--- src/rtl/mm_result_serializer.sv ---
// mm_result_serializer
// Buffers completed four-element result sets from the matrix multiplier in a
// small FIFO and streams them out one element per valid/ready beat, element 0
// first, with out_last flagging element 3. Sets arriving while the FIFO is
// full are dropped and recorded in a sticky overflow flag.
module mm_result_serializer #(
  parameter int RES_W = 4,
  parameter int DEPTH = 2
) (
  input  logic             clk,
  input  logic             rst,
  input  logic             res_valid,
  input  logic [RES_W-1:0] res0,
  input  logic [RES_W-1:0] res1,
  input  logic [RES_W-1:0] res2,
  input  logic [RES_W-1:0] res3,
  input  logic             out_ready,
  output logic             out_valid,
  output logic [RES_W-1:0] out_data,
  output logic             out_last,
  output logic             in_ready,
  output logic             overflow
);

  localparam int PTR_W = (DEPTH > 1) ? $clog2(DEPTH) : 1;
  localparam int CNT_W = $clog2(DEPTH + 1);
  localparam int SET_W = 4 * RES_W;

  logic [SET_W-1:0] r_mem [DEPTH];
  logic [PTR_W-1:0] r_wr_ptr;
  logic [PTR_W-1:0] r_rd_ptr;
  logic [CNT_W-1:0] r_count;
  logic [1:0]       r_idx;
  logic             r_overflow;

  logic             w_full;
  logic             w_valid;
  logic             w_push;
  logic             w_drop;
  logic             w_xfer;
  logic             w_pop;
  logic [SET_W-1:0] w_entry;
  logic [RES_W-1:0] w_elem;

  // Handshake decode; fullness is always judged on the pre-edge count so a
  // pop on the same edge cannot rescue a set that arrives while full.
  always_comb begin
    w_full  = (r_count == CNT_W'(DEPTH));
    w_valid = (r_count != {CNT_W{1'b0}});
    w_push  = res_valid & ~w_full;
    w_drop  = res_valid & w_full;
    w_xfer  = w_valid & out_ready;
    w_pop   = w_xfer & (r_idx == 2'd3);
  end

  // Select the element of the head set addressed by the beat index.
  always_comb begin
    w_entry = r_mem[r_rd_ptr];
    w_elem  = {RES_W{1'b0}};
    case (r_idx)
      2'd0:    w_elem = w_entry[0*RES_W +: RES_W];
      2'd1:    w_elem = w_entry[1*RES_W +: RES_W];
      2'd2:    w_elem = w_entry[2*RES_W +: RES_W];
      2'd3:    w_elem = w_entry[3*RES_W +: RES_W];
      default: w_elem = {RES_W{1'b0}};
    endcase
  end

  // Output decode: every output depends on registered state only.
  always_comb begin
    out_valid = w_valid;
    in_ready  = ~w_full;
    overflow  = r_overflow;
    if (w_valid) begin
      out_data = w_elem;
      out_last = (r_idx == 2'd3);
    end else begin
      out_data = {RES_W{1'b0}};
      out_last = 1'b0;
    end
  end

  // Set storage; contents are only observed while count is non-zero, so no reset.
  always_ff @(posedge clk) begin
    if (!rst && w_push) begin
      r_mem[r_wr_ptr] <= {res3, res2, res1, res0};
    end
  end

  // Pointer, occupancy, beat index and sticky overflow tracking.
  always_ff @(posedge clk) begin
    if (rst) begin
      r_wr_ptr   <= {PTR_W{1'b0}};
      r_rd_ptr   <= {PTR_W{1'b0}};
      r_count    <= {CNT_W{1'b0}};
      r_idx      <= 2'd0;
      r_overflow <= 1'b0;
    end else begin
      if (w_push) begin
        r_wr_ptr <= r_wr_ptr + PTR_W'(1);
      end
      if (w_drop) begin
        r_overflow <= 1'b1;
      end
      if (w_xfer) begin
        if (r_idx == 2'd3) begin
          r_idx    <= 2'd0;
          r_rd_ptr <= r_rd_ptr + PTR_W'(1);
        end else begin
          r_idx <= r_idx + 2'd1;
        end
      end
      case ({w_push, w_pop})
        2'b10:   r_count <= r_count + CNT_W'(1);
        2'b01:   r_count <= r_count - CNT_W'(1);
        default: r_count <= r_count;
      endcase
    end
  end

endmodule
--- config.mk ---
export PLATFORM = sky130hd
export DESIGN_NAME = mm_result_serializer
export DESIGN_NICKNAME = d
export VERILOG_FILES = /design/src/rtl/mm_result_serializer.sv
export SDC_FILE = /design/constraint.sdc
export NUM_CORES = 1
export LEC_CHECK = 0
export CORE_MARGIN = 4
export CORE_UTILIZATION = 50
export CTS_BUF_LIST = sky130_fd_sc_hd__clkbuf_8
export DETAILED_ROUTE_END_ITERATION = 8
export HOLD_SLACK_MARGIN = 0.06
export PLACE_DENSITY = 0.88
export SYNTH_ARGS = -nofsm -noshare
export SYNTH_HDL_FRONTEND = slang
export SYNTH_SLANG_ARGS = --single-unit
--- constraint.sdc ---
create_clock -name clk -period 3.3 [get_ports clk]
set_input_delay 0.99 -clock clk [delete_from_list [all_inputs] [get_ports clk]]
set_output_delay 0.99 -clock clk [all_outputs]
set_load 0.02 [all_outputs]
==> flow_summary.toml, run 1 <==
[sta]
tightest_slew_ps = 394
setup_tns_ps = 0
post-route-period-util = 0.961
finalClockSkew_ps = 4.95
hold_viol_final = 0
slew_headroom = 0.737
fmax_mhz = 315
period_needed_ps = 3170
drv_slew = 0
rsz0062_at_grt = "no"
setup_viol_count_final = 0

[clock_tree]
insertion_delay_ps = 300
numCtsBuffers = 5
clkSinkCount = 40
path_clk_slew_ps = 70
h-tree-depth = 2
cts_max_path_buffers = 2
cts_tree = "done"
cts_hold_buf = 0
post_cts_buffers = 0
root_buffer = "clkbuf_8"

[placed_design]
dp.cells = 185
place_area_sq_mm = 0.00193
finalWeightedCongestion = 0.725
portBuffers = 27
hpwl_microns = 2220

[job]
maxCapViolCount = 0

[detailed_routing]
via_count = 1062
firstDrtPassIters = 4
antenna_left = 0
via_per_inst = 5.50
drt_iter0_markers = 56
wl_per_cell_microns = 16.6
drc_errors = 0
drt-total-wl_microns = 3200

[finish]
final_nets = 173
final_area_sq_mm = 0.00204
diodes = 0
drive_above_1_share = 0.128
area.growth.synth_to_final_pct = 27.0
fin_cells = 193

[power_and_ir_drop]
pwr-share-comb = 0.130
leakage_uw = 0.000675
swShare = 0.243
powerDensity_mw_per_mm2 = 506
peakVddDrop_v = 0.000374
power.switching_uw = 250
p_int_uw = 780
clockPowerShare = 0.306
power_frac_seq = 0.564

[global_route]
grt_pass1_vias = 1125
grt_start_max_net_pins = 17
grt_pass1_wl_microns = 5360
grt.busiest_layer = "met2"
antenna_found_initial = 0
met3_usage = 0.0641
grt_util_all_layers = 0.177
overflow = 0
met1_usage = 0.195
met2_usage = 0.307

[synth]
synth_seq_area_share = 0.699
ys_top_cells_by_area = "edfxtp_1 60%, dfxtp_1 10%, ha_1 3.9%"
yosysWarnings = 0
synth_cell_types = 26
syn_nets = 143
synth_cells = 118
yosys.area.top_type = "edfxtp_1"
syn_area_per_cell_sq_um = 13.6
syn_area_sq_mm = 0.00160
synth_top_cell_area_share = 0.600
yosys_register_bits = 40

[floorplan]
coreArea_sq_mm = 0.00305
die_area_sq_mm = 0.00418
io_pins = 28
die_y_microns = 64.6
die_w_microns = 64.6
rows = 20
start_util = 0.525

[setup_path]
rrSetupSlack_ps = 1500
critPathLaunchType = "register"
cp_top_family = "buffers and inverters"
worstPathMaxFanout = 11
path_cells = "ha_2 -> a22oi_1 -> a32oi_1 -> and3_1 -> clkdlybuf4s50_1"
cp-end-kind = "output pin"
cp.depth = 5
critPathBufInv = 1
cp_slowest_cell = "clkdlybuf4s50_1"
r2r-start = "r_idx[0]$_SDFFE_PP0P_"
critPathKind = "reg2out"
critPathRequiredTime_ps = 2310
arrival_ps = 2180
ff2ff_path_depth = 6
max_stage_delay_ps = 610
startpoint = "r_idx[0]$_SDFFE_PP0P_"

[min_path]
min_from = "overflow$_SDFFE_PP0P_"
hold_class = "reg2reg"
hold_depth = 2

[status]
run_status = "completed"
## path summary, 6_finish.rpt
path                             endpoint
hold reg to reg     overflow$_SDFFE_PP0P_
setup reg to reg  r_count[1]$_SDFFE_PP0P_
hold / removal      overflow$_SDFFE_PP0P_
setup / recovery              out_data[1]
## state kept, by name, indices dropped and copies added, names as in the netlist, named ones only
signal    cells
overflow      1
r_wr_ptr      1
r_mem        32
r_rd_ptr      1
r_idx         2
r_count       2
## final cells by class
cell class                      instances  area (sq um)
Clock buffer                            5          68.8
Clock inverter                          3          18.8
Fill cell                             219          1020
Inverter                                5          18.8
Multi-Input combinational cell         67           468
Sequential cell                        40          1120
Tap cell                               44          55.1
Timing Repair Buffer                   29           285
## cell usage in the layout (no fill, tap or decap), types with 2 or more instances in the layout
master	n
a21oi_1	5
a22oi_1	8
a32oi_1	4
and3_1	4
buf_4	2
clkbuf_8	5
clkdlybuf4s50_1	27
clkinv_2	2
dfxtp_1	8
edfxtp_1	32
ha_2	4
inv_1	5
mux2i_1	4
nand2_1	11
nand3_1	5
nor2_1	4
o21ai_0	2
or3_1	3
xor2_1	2
## synth_stat cells
cell and number:
nor2_1 5, xnor2_1 1, buf_2 2, dfxtp_1 8
xor2_1 2, o21ai_1 1, a21oi_1 5, a22oi_1 8
nor2b_1 2, nor3b_1 1, or3_1 3, nor3_1 1
inv_1 5, buf_1 1, a32oi_1 4, mux2i_1 4
and2_1 1, ha_1 5, edfxtp_1 32, nand3_1 5
or2_2 1, o21ai_0 2, and3_1 4, clkbuf_1 3
nand2_1 11, o211ai_1 1
## layer usage
layer / wire, microns / share of wire / vias up
met1: 1250 / 0.39 / 516
met2: 1680 / 0.53 / 38
li1: - / - / 499
met5: 0 / 0 / -
met3: 193 / 0.060 / 9
met4: 76 / 0.024 / 0
## worst min-delay path, cell delays in order (launching register included)
cell     delay (ps)
dfxtp_1         330
a21oi_1          40
nor2_1           70
## stage by stage
step | hold WS [ps] | worst slack, ps | util | power [uW]
2_1_floorplan | 467 | 431 | - | 655
3_3_place_gp | 452 | 464 | 0.632 | 715
3_5_place_dp | 466 | 373 | 0.632 | 722
4_1_cts | 484 | 29.5 | 0.660 | 1040
5_1_grt | 526 | 16.7 | 0.667 | 1080
6_report | 476 | 127 | 0.667 | 1030
## power by group through the flow
| stage | Combinational [uW] | Sequential [uW] | Clock, uW |
|---|---|---|---|
| floorplan | 65.7 | 589 | 0 |
| global placement | 125 | 590 | 0 |
| detailed placement | 130 | 592 | 0 |
| CTS | 131 | 581 | 325 |
| global route | 147 | 583 | 352 |
| finish | 134 | 581 | 316 |
## kinds of logic (layout without fill, tap and decap cells)
group | after synthesis | after routing | share of synthesized area
AOI/OAI and AO/OA | 21 | 21 | 0.0890
xor gates and xnor gates | 3 | 3 | 0.0164
adders and majority gates | 5 | 5 | 0.0390
buffers and inverters | 11 | 42 | 0.0273
DFF | 40 | 40 | 0.699
muxes | 4 | 4 | 0.0250
and+or+nand+nor | 34 | 34 | 0.104
## timing repair
| action | 4_1_cts | 5_1_grt |
|---|---|---|
| setup endpoints to repair | 0 | 4 |
| resized for setup | 0 | 7 |
| hold endpoints to repair | 0 | 0 |
No activity file was read; power rests on OpenSTA's default activity.
==> run 2: changes to the inputs <==
--- a/config.mk
+++ b/config.mk
@@ -5,7 +5,6 @@
 export SDC_FILE = /design/constraint.sdc
 export NUM_CORES = 1
 export LEC_CHECK = 0
-export CORE_MARGIN = 4
 export CORE_UTILIZATION = 50
 export CTS_BUF_LIST = sky130_fd_sc_hd__clkbuf_8
 export DETAILED_ROUTE_END_ITERATION = 8
==> run 2 against run 1 <==
  * Worst setup slack got worse by 34 ps
  * Global-route usage is 4.2 points higher
  * Critical path depth increased by 1
  * Sequential cell count stayed put
==> flow_summary.toml, run 2 (synthesis gave the netlist of run 1 again) <==
[status]
run_status = "completed"

[clock_tree]
post_cts_buffers = 0
numCtsBuffers = 5
h-tree-depth = 2
cts_tree = "done"
cts_max_path_buffers = 2
clkSinkCount = 40
root_buffer = "clkbuf_8"
path_clk_slew_ps = 70
insertion_delay_ps = 280

[floorplan]
coreArea_sq_mm = 0.00305
die_y_microns = 58.6
die_area_sq_mm = 0.00344
die_w_microns = 58.6
rows = 20
io_pins = 28
start_util = 0.525

[sta]
hold_viol_final = 0
setup_viol_count_final = 0
hold_slack_ps = 486
finalClockSkew_ps = 6.08
rsz0062_at_grt = "no"
tightest_slew_ps = 398
post-route-period-util = 0.972
setup_tns_ps = 0
slew_headroom = 0.734
fmax_mhz = 312
drv_slew = 0
period_needed_ps = 3210

[detailed_routing]
via_count = 1096
antenna_left = 0
via_per_inst = 5.68
drc_errors = 0
drt-total-wl_microns = 3450
drt_iter0_markers = 62
firstDrtPassIters = 4
wl_per_cell_microns = 17.9

[placed_design]
finalWeightedCongestion = 0.821
hpwl_microns = 2210
dp.cells = 185
portBuffers = 27

[global_route]
grt_util_all_layers = 0.220
overflow = 0
grt_pass1_wl_microns = 5300
grt_pass1_vias = 1062
antenna_found_initial = 0
grt_start_max_net_pins = 17

[setup_path]
critPathRequiredTime_ps = 2310
worstPathMaxFanout = 6
r2r-start = "r_idx[0]$_SDFFE_PP0P_"
arrival_ps = 2220
critPathKind = "reg2out"
startpoint = "r_idx[0]$_SDFFE_PP0P_"
critPathLaunchType = "register"
ff2ff_path_depth = 6
cp-end-kind = "output pin"

[finish]
reg_top3 = "r_mem: 32 flops, r_count: 2 flops, r_idx: 2 flops"
drive_above_1_share = 0.107
largest_register = "r_mem"
final_common_cell = "edfxtp_1"
largest_register_ffs = 32
diodes = 0
final_nets = 173
fin_cells = 193
area.growth.synth_to_final_pct = 27.2
mostFrequentLayoutCells = "32 x edfxtp_1, 27 x clkdlybuf4s50_1, 11 x nand2_1"

[min_path]
min_from = "overflow$_SDFFE_PP0P_"
hold_depth = 2
hold_class = "reg2reg"

[power_and_ir_drop]
powerDensity_mw_per_mm2 = 496
total_power_uw = 1010
leakage_uw = 0.000675
peakVddDrop_v = 0.000317

[job]
maxCapViolCount = 0
-- run 2: final timing paths --
kind / endpoint / slack (ps)
worst max register to register: r_count[1]$_SDFFE_PP0P_ / 1440
worst max-delay path: out_data[0] / 90
worst min-delay path: overflow$_SDFFE_PP0P_ / 490
worst min register to register: overflow$_SDFFE_PP0P_ / 490
-- run 2: cell type report --
type,count,area (sq um)
Clock inverter,3,11.3
Timing Repair Buffer,29,285
Multi-Input combinational cell,67,478
Clock buffer,5,68.8
Tap cell,44,55.1
Sequential cell,40,1120
Inverter,5,18.8
Fill cell,224,1010
-- run 2: where the power goes --
part | internal [uW] | switching, uW
sequential | 568 | 13.7
combinational | 65.3 | 71.1
clock | 141 | 151
total | 774 | 236
-- run 2: worst max-delay path, stage by stage (launching register included) --
cell and delay [ps]:
dfxtp_1 470, inv_1 120, ha_2 270, nor2_2 210
a32oi_1 120, and3_1 190, clkdlybuf4s50_1 550
-- run 2: routing by layer --
layer,vias up,track usage,wire (microns)
met1,535,0.265,1310
met5,-,0,0
met2,54,0.365,1830
met4,0,0.0986,89
met3,9,0.0681,221
li1,498,-,-
-- run 2: timing repair --
action | 4_1_cts | 5_1_grt
gates resized for setup | 1 | 7
setup endpoints to repair | 1 | 4
hold buffers | 0 | 0
-- run 2: through the flow --
stage | instance area [sq um] | setup slack [ps] | util
floorplan | 1600 | 431 | -
global placement | 1930 | 453 | 0.632
detailed placement | 1930 | 343 | 0.632
CTS | 2010 | 32.7 | 0.659
global route | 2040 | 2.80 | 0.668
finish | 2040 | 93.4 | 0.668
==> variant (flow settings as in run 2) <==
Register the output `overflow`; this adds one clock of latency there. The other outputs are not delayed to match.
--- a/src/rtl/mm_result_serializer.sv
+++ b/src/rtl/mm_result_serializer.sv
@@ -26,4 +26,6 @@
   localparam int CNT_W = $clog2(DEPTH + 1);
   localparam int SET_W = 4 * RES_W;
+
+  logic overflow_d;
 
   logic [SET_W-1:0] r_mem [DEPTH];
@@ -71,5 +73,5 @@
     out_valid = w_valid;
     in_ready  = ~w_full;
-    overflow  = r_overflow;
+    overflow_d = r_overflow;
     if (w_valid) begin
       out_data = w_elem;
@@ -119,3 +121,7 @@
   end
 
+  always_ff @(posedge clk) begin
+    overflow <= overflow_d;
+  end
+
 endmodule
Behaviour: not the same (a bounded check fails within 4 cycles, from zero or initial values and one cycle with rst high).
==> variant against run 2 <==
Routed wire length is 13% lower. Die area is 1.2% higher. Sequential cell count is 1 higher. Fmax is 1.0% higher. Total power is 3.9% higher. Cell area is 0.68% higher. Synthesized area is 1.2% higher. Worst setup slack better by 0.033 ns. Critical path depth is 1 lower. Highest routed layer unchanged.
==> variant: results (changes against run 2) <==
Logic synthesis
  • Synth area leaders: edfxtp_1 59%, dfxtp_1 11%, ha_1 3.9% (was edfxtp_1 60%, dfxtp_1 10%, ha_1 3.9%)
  • FF+latch count, synth: 41 (was 40)
  • Seq/Total Area, Yosys: 0.703 (was 0.699)
  • Syn nets: 144 (was 143)
  • Synth cell count leaders: 32 x edfxtp_1, 11 x nand2_1, 9 x dfxtp_1 (was 32 x edfxtp_1, 11 x nand2_1, 8 x a22oi_1, 8 x dfxtp_1)

Route
  • Met2 wire len: 1.59 mm (was 1.83 mm)
  • 1st-iter DRT viols: 46 (was 62)
  • Total Routed Length: 3.00 mm (was 3.45 mm)
  • Vias/cell: 5.44 (was 5.68)
  • Met3 WL: 229 µm (was 221 µm)

Cells and area
  • Finished Cell Area: 2050 µm² (was 2040 µm²)
  • CLK BUF: 6 (was 5)
  • Area taken by multi-input logic gates: 458 µm² (was 478 µm²)
  • Fillers: 210 (was 224)
  • # nets final: 174 (was 173)
  • Ratio of cells with drive above 1 in the final layout: 0.107 (about the same)

STA
  • Slew at the pin with the worst max-slew slack: 0.380 ns (was 0.398 ns)
  • Min Hold Slack: 0.352 ns (was 0.486 ns)
  • Worst clock skew: 0.00242 ns (was 0.00608 ns)
  • Period minus WS final: 3.17 ns (was 3.21 ns)

Global routing
  • GR Util met2: 0.320 (was 0.365)
  • Met1 usage: 0.229 (was 0.265)
  • First-pass GRT wire length: 4.67 mm (was 5.30 mm)
  • Largest net degree at the start of global routing: 17 (unchanged)
  • Vias in the first global route: 1005 (was 1062)
  • Met3 usage: 0.0655 (was 0.0681)

Place
  • DP Worst Slack: 0.352 ns (was 0.343 ns)
  • Dpl cell area: 1950 µm² (was 1930 µm²)
  • GP Congestion: 0.802 (was 0.821)
  • Cells after DPL: 186 (was 185)
  • Hpwl dp: 2.09 mm (was 2.21 mm)

Worst setup path
  • FF-to-FF Start: r_count[1]$_SDFFE_PP0P_ (was r_idx[0]$_SDFFE_PP0P_)
  • Crit path to: out_data[3] (was out_data[0])
  • R2R Setup Slk: 1.49 ns (was 1.44 ns)
  • CP Max Fanout: 11 (was 6)

Min path
  • Hold Path Origin: overflow_d$_SDFFE_PP0P_ (was overflow$_SDFFE_PP0P_)
  • Min-Delay Endpoint: overflow$_DFF_P_ (was overflow$_SDFFE_PP0P_)

CTS
  • CTS-repair resized insts: 0 (was 1)

Power and ir drop
  • Leak: 0.686 nW (was 0.675 nW)

Floorplan
  • Die area: 3480 µm² (was 3440 µm²)

Outcome
  • Status: completed (unchanged)
## variant: cell types whose count changed after synthesis
cell     delta
dfxtp_1     +1
## variant: kinds of logic (layout without fill, tap and decap cells)
| kind of cell | Yosys count | in the layout | synth area share |
|---|---|---|---|
| DFF | 41 | 41 | 0.703 |
| and+or+nand+nor | 34 | 34 | 0.103 |
| AOI/OAI and AO/OA | 21 | 21 | 0.0879 |
| buffers and inverters | 11 | 42 | 0.0270 |
| adders and majority gates | 5 | 5 | 0.0386 |
| muxes | 4 | 4 | 0.0247 |
| xor gates and xnor gates | 3 | 3 | 0.0162 |
## variant: power by group
| part | internal, W | total [W] | switching [W] |
|---|---|---|---|
| clock network | 0.000166 | 0.000324 | 0.000157 |
| logic | 0.0000637 | 0.000131 | 0.0000675 |
| registers | 0.000581 | 0.000594 | 0.0000134 |
## variant: worst max-delay path, stage by stage (launching register included)
cell             delay [ns]
dfxtp_1                0.41
ha_2                   0.34
a22oi_1                0.15
a32oi_1                0.21
and3_1                 0.17
clkdlybuf4s50_1        0.60
